`config.mk`:
```
export PLATFORM = sky130hd
export DESIGN_NAME = cdc_xfer_arbiter
export DESIGN_NICKNAME = d
export VERILOG_FILES = /design/src/rtl/cdc_xfer_arb_pkg.sv /design/src/rtl/cdc_xfer_arbiter_rr_pick.sv /design/src/rtl/cdc_xfer_arbiter.sv
export SDC_FILE = /design/constraint.sdc
export NUM_CORES = 1
export LEC_CHECK = 0
export CORE_ASPECT_RATIO = 1.1
export CORE_MARGIN = 5
export CORE_UTILIZATION = 30
export DETAILED_ROUTE_END_ITERATION = 7
export SLEW_MARGIN = 40
export SYNTH_ARGS = -nofsm -noshare
export SYNTH_HDL_FRONTEND = slang
export SYNTH_SLANG_ARGS = --single-unit
```
`constraint.sdc`:
```
create_clock -name clk -period 4.3 [get_ports clk]
set_input_delay 0.86 -clock clk [delete_from_list [all_inputs] [get_ports clk]]
set_output_delay 0.86 -clock clk [all_outputs]
set_load 0.01 [all_outputs]
```
`src/rtl/cdc_xfer_arb_pkg.sv`:
```
// Shared types and helpers for the clk_down crossing arbiter.
package cdc_xfer_arb_pkg;

  typedef enum logic [1:0] {
    IDLE = 2'd0,
    HOLD = 2'd1,
    GAP  = 2'd2
  } arb_state_t;

  localparam int STAT_W = 16;

  function automatic int id_width(input int n);
    return $clog2(n);
  endfunction

endpackage

```
`src/rtl/cdc_xfer_arbiter_rr_pick.sv`:
```
// Combinational round-robin picker: the first asserted request at or after
// ptr (wrapping modulo NREQ) wins.
module rr_pick #(
  parameter int NREQ = 4,
  parameter int IDW  = 2
) (
  input  logic [NREQ-1:0] req,
  input  logic [IDW-1:0]  ptr,
  output logic [NREQ-1:0] gnt_onehot,
  output logic [IDW-1:0]  gnt_idx,
  output logic            any
);

  logic [IDW-1:0] j;

  // Scan from the farthest offset back to ptr so the closest request wins last.
  always_comb begin
    gnt_onehot = '0;
    gnt_idx    = '0;
    any        = |req;
    j          = '0;
    for (int k = NREQ - 1; k >= 0; k--) begin
      j = IDW'((int'(ptr) + k) % NREQ);
      if (req[j]) begin
        gnt_onehot    = '0;
        gnt_onehot[j] = 1'b1;
        gnt_idx       = j;
      end
    end
  end

endmodule

```
`src/rtl/cdc_xfer_arbiter.sv`:
```
// Round-robin scheduler sharing one fast-to-slow crossing among NREQ
// requesters. A granted word is held on xfer_data for HOLD_CYCLES, followed
// by GAP_CYCLES of idle, so the slow side always samples a settled word.
// Optional per-requester grant counters: define CDC_XFER_ARBITER_STATS_EN.
module cdc_xfer_arbiter
  import cdc_xfer_arb_pkg::*;
#(
  parameter int NREQ        = 4,
  parameter int WIDTH       = 32,
  parameter int HOLD_CYCLES = 16,
  parameter int GAP_CYCLES  = 2
) (
  input  logic                     clk,
  input  logic                     reset,
  input  logic [NREQ-1:0]          req_valid,
  input  logic [NREQ*WIDTH-1:0]    req_data,
  output logic [NREQ-1:0]          req_ready,
  output logic [WIDTH-1:0]         xfer_data,
  output logic [$clog2(NREQ)-1:0]  xfer_id,
  output logic                     xfer_active,
  output logic                     busy
`ifdef CDC_XFER_ARBITER_STATS_EN
  ,
  output logic [NREQ*STAT_W-1:0]   grant_cnt
`endif
);

  localparam int IDW     = id_width(NREQ);
  localparam int CNT_MAX = (HOLD_CYCLES > GAP_CYCLES) ? HOLD_CYCLES : GAP_CYCLES;
  localparam int CNT_W   = $clog2(CNT_MAX + 1);

  arb_state_t       state;
  logic [IDW-1:0]   rr_ptr;
  logic [CNT_W-1:0] cnt;

  logic [NREQ-1:0]  pick_onehot;
  logic [IDW-1:0]   pick_idx;
  logic             pick_any;
  logic             grant;

  rr_pick #(
    .NREQ (NREQ),
    .IDW  (IDW)
  ) u_pick (
    .req        (req_valid),
    .ptr        (rr_ptr),
    .gnt_onehot (pick_onehot),
    .gnt_idx    (pick_idx),
    .any        (pick_any)
  );

  // A grant only happens in IDLE and never while reset is asserted.
  assign grant     = (state == IDLE) && pick_any && !reset;
  assign req_ready = grant ? pick_onehot : '0;

  // FSM, hold/gap counter, rotating pointer and registered crossing outputs.
  always_ff @(posedge clk) begin
    if (reset) begin
      state       <= IDLE;
      rr_ptr      <= '0;
      cnt         <= '0;
      xfer_data   <= '0;
      xfer_id     <= '0;
      xfer_active <= 1'b0;
      busy        <= 1'b0;
    end else begin
      case (state)
        IDLE: begin
          if (pick_any) begin
            xfer_data   <= req_data[pick_idx*WIDTH +: WIDTH];
            xfer_id     <= pick_idx;
            rr_ptr      <= (pick_idx == IDW'(NREQ - 1)) ? '0 : pick_idx + 1'b1;
            cnt         <= CNT_W'(HOLD_CYCLES - 1);
            xfer_active <= 1'b1;
            busy        <= 1'b1;
            state       <= HOLD;
          end
        end
        HOLD: begin
          if (cnt == '0) begin
            xfer_active <= 1'b0;
            if (GAP_CYCLES == 0) begin
              busy  <= 1'b0;
              state <= IDLE;
            end else begin
              cnt   <= CNT_W'(GAP_CYCLES - 1);
              state <= GAP;
            end
          end else begin
            cnt <= cnt - 1'b1;
          end
        end
        GAP: begin
          if (cnt == '0) begin
            busy  <= 1'b0;
            state <= IDLE;
          end else begin
            cnt <= cnt - 1'b1;
          end
        end
        default: begin
          xfer_active <= 1'b0;
          busy        <= 1'b0;
          state       <= IDLE;
        end
      endcase
    end
  end

`ifdef CDC_XFER_ARBITER_STATS_EN
  // Saturating per-requester grant counters.
  always_ff @(posedge clk) begin
    if (reset) begin
      grant_cnt <= '0;
    end else if (grant) begin
      for (int i = 0; i < NREQ; i++) begin
        if (pick_onehot[i] && (grant_cnt[i*STAT_W +: STAT_W] != {STAT_W{1'b1}})) begin
          grant_cnt[i*STAT_W +: STAT_W] <= grant_cnt[i*STAT_W +: STAT_W] + 1'b1;
        end
      end
    end
  end
`endif

endmodule

```
==> metrics.yaml <==
critical_path:
  crit_type: "input port to output port"
  worstPathRequired_ps: 3440
  cp_max_fo: 4
  cp.arrival_ps: 3210
  end_kind: "output port"
  critPathLaunchType: "input port"
finish:
  multi_input_area_um2: 2128
  drive_gt1_share_pct: 6.572
  n_fill_cell: 1024
  areaGrowthSynthToFinish_pct: 62.00
  nets: 709
  seq_area_um2: 902.1
  diodes: 0
logic_synthesis:
  synth_edf_count: 0
  yosysTopAreaCell: "dfxtp_1"
  netlist_area_um2: 3243
  yosys_warnings: 0
  synth_nets: 553
  netlist_instances: 407
  synth.top_cell.area_share_pct: 27.78
  synthTopCellsByArea: "dfxtp_1, nor3_1, a211oi_1"
  syn_area_per_cell_um2: 7.968
  seq_area_frac_synth_pct: 27.78
  ys_ff_latch: 45
  ys.flop_type: "dfxtp_1"
  async_flop_share_pct: 0
  synth_cell_types: 45
global_route:
  gr-total-overflow: 0
  grt_pass1_vias: 3858
  grt_usage_pct: 18.53
  grt_max_degree: 55
  antenna_found_initial: 0
  grt_pass1_wl_mm: 19.29
timing:
  slew_headroom_pct: 57.26
  setup_violations: 0
  fmaxAchievable_mhz: 245.7
  rsz0062_at_grt: "false"
  setup_tns_ps: 0
  timing.final.hold_violations: 0
  layout_worst_path_cycle_share_pct: 94.65
  fin_crit_ps: 4070
  slew_viol_final: 0
  finalClockSkew_ps: 4.774
  worst_pin_slew_ps: 641.1
cts:
  numCtsBuffers: 5
  clk_pin_slew_ps: 60
  clockRootBuffer: "clkbuf_16"
  numClockSinks: 45
  cts_tree: "built"
  cts_buffer_depth: 2
  clkLatencyLatePin_ps: 280
  cts_setup_buffers: 0
  htreeDepth: 2
power:
  p_leak_nw: 2.000
  power_density_nw_per_um2: 613.7
  ir_drop_v: 0.0002879
  finalPower_mw: 3.224
routing:
  via_per_inst: 5.279
  drt-initial-drc-count: 156
  wl_per_cell_um: 17.21
  drtPass1Iterations: 4
  wirelength_mm: 12.15
  final_antenna_net_count: 0
  vias: 3727
  remaining_drc_errors: 0
floorplanning:
  start_util_pct: 30.91
  coreArea_um2: 10490
  dieArea_um2: 12990
  num_rows: 39
  pin_count: 174
  die_h_um: 119.0
  dieWidth_um: 109.1
placement:
  io_buffers: 173
  hpwl_mm: 9.310
  gp_congestion: 0.8277
hold_path:
  hold_class: "flop to flop"
run_status:
  outcome: "complete, no violations"
flow_run:
  drv_cap: 0
-- metal layers --
metal	share of wire, %	vias to the layer above	track usage [%]
met2	51	139	33.37
met4	2.0	0	5.288
met5	0	-	0
met1	38	1723	19.84
li1	-	1847	-
met3	9.6	18	7.089
-- final timing paths --
kind,startpoint,endpoint,cells after the start,slack (ps)
min reg2reg,xfer_data[22],xfer_data[22],2,450
max,req_valid[3],req_ready[3],7,230
max reg2reg,rr_ptr[0],xfer_data[5],9,1420
min,xfer_data[22],xfer_data[22],2,450
-- layout by cell type (no fill, tap or decap), types with 2 or more instances in the layout --
| cell | synthesis | routed |
|---|---|---|
| mux2_2 | 2 | 2 |
| a22oi_1 | 2 | 2 |
| ha_1 | 12 | 12 |
| or3_1 | 2 | 2 |
| mux4_2 | 3 | 3 |
| mux2i_1 | 16 | 16 |
| nand2_1 | 38 | 38 |
| nor2_2 | 1 | 4 |
| a21o_1 | 2 | 2 |
| nand2b_1 | 4 | 4 |
| clkdlybuf4s50_1 | 0 | 173 |
| and3_1 | 26 | 26 |
| a211oi_1 | 34 | 33 |
| nor3_1 | 54 | 54 |
| nor2_1 | 12 | 9 |
| a222oi_1 | 6 | 6 |
| o21ai_1 | 7 | 7 |
| dfxtp_1 | 45 | 44 |
| a21oi_1 | 15 | 14 |
| o2bb2ai_1 | 6 | 6 |
| o31ai_1 | 26 | 26 |
| buf_4 | 5 | 14 |
| nor2b_1 | 8 | 8 |
| o21ai_0 | 11 | 11 |
| a221oi_1 | 6 | 6 |
| clkbuf_16 | 0 | 5 |
| a211o_1 | 4 | 4 |
| inv_1 | 11 | 11 |
-- cells in the mapped netlist (all sizes together) (9+ instances only) --
library cell	count
o21ai	18
o31ai	26
a21oi	15
inv	11
nor2	14
nor3	54
a211oi	34
ha	12
mux2i	16
dfxtp	45
clkbuf	23
and3	26
nand2	38
nor2b	9
buf	17
-- stage by stage --
step	setup WS, ps	area, µm²	hold slack [ps]	utilization [%]	instances
final	230.2	5254	454.2	50.08	706
after global routing	109.9	5254	480.7	50.08	706
after CTS	58.55	5248	458.5	50.02	706
after detailed placement	62.20	5105	442.8	48.66	699
after global placement	115.5	5101	435.7	48.62	698
after floorplan	892.8	3243	478.2	-	407
-- critical path, cell delays in order --
cell,delay (ps)
clkdlybuf4s50_1,420
mux4_2,490
a211oi_2,310
a221oi_1,140
a211o_1,290
a21oi_1,140
clkdlybuf4s50_1,550
-- flip-flops by register name (all words and copies together), names as in the netlist --
name and flops:
xfer_data 32, cnt 5, rr_ptr 2, state 2, xfer_id 2, busy 1
xfer_active 1
-- where the power goes --
group / internal, mW / leakage [nW] / switching, mW
registers: 0.603 / 0.375 / 0.113
logic: 0.982 / 1.55 / 1.14
clock network: 0.229 / 0.0700 / 0.158
total: 1.81 / 2.00 / 1.41
-- what timing repair did --
action,in CTS,in global routing
endpoints found under the hold margin,0,0
hold buffers,0,0
gates resized for setup,0,2
setup endpoints to repair,0,4
-- logic make-up after synthesis --
logic type	Yosys count	share of synthesized area [%]
AND/OR/NAND/NOR	153	24.38
AO/OA/AOI/OAI	124	27.55
buffers and inverters	51	7.678
flip-flops	45	27.78
multiplexers	21	7.716
adder cells (fa/ha/maj)	12	4.630
XOR/XNOR	1	0.2701
-- cell type report --
| class | count | share of cell area, % |
|---|---|---|
| tap | 143 | 3.406 |
| multi-input combinational | 311 | 40.51 |
| timing repair buffer | 189 | 35.41 |
| sequential | 45 | 17.17 |
| inverter | 11 | 0.7859 |
| clock buffer | 7 | 2.715 |
No activity file was read; power rests on OpenSTA's default activity.
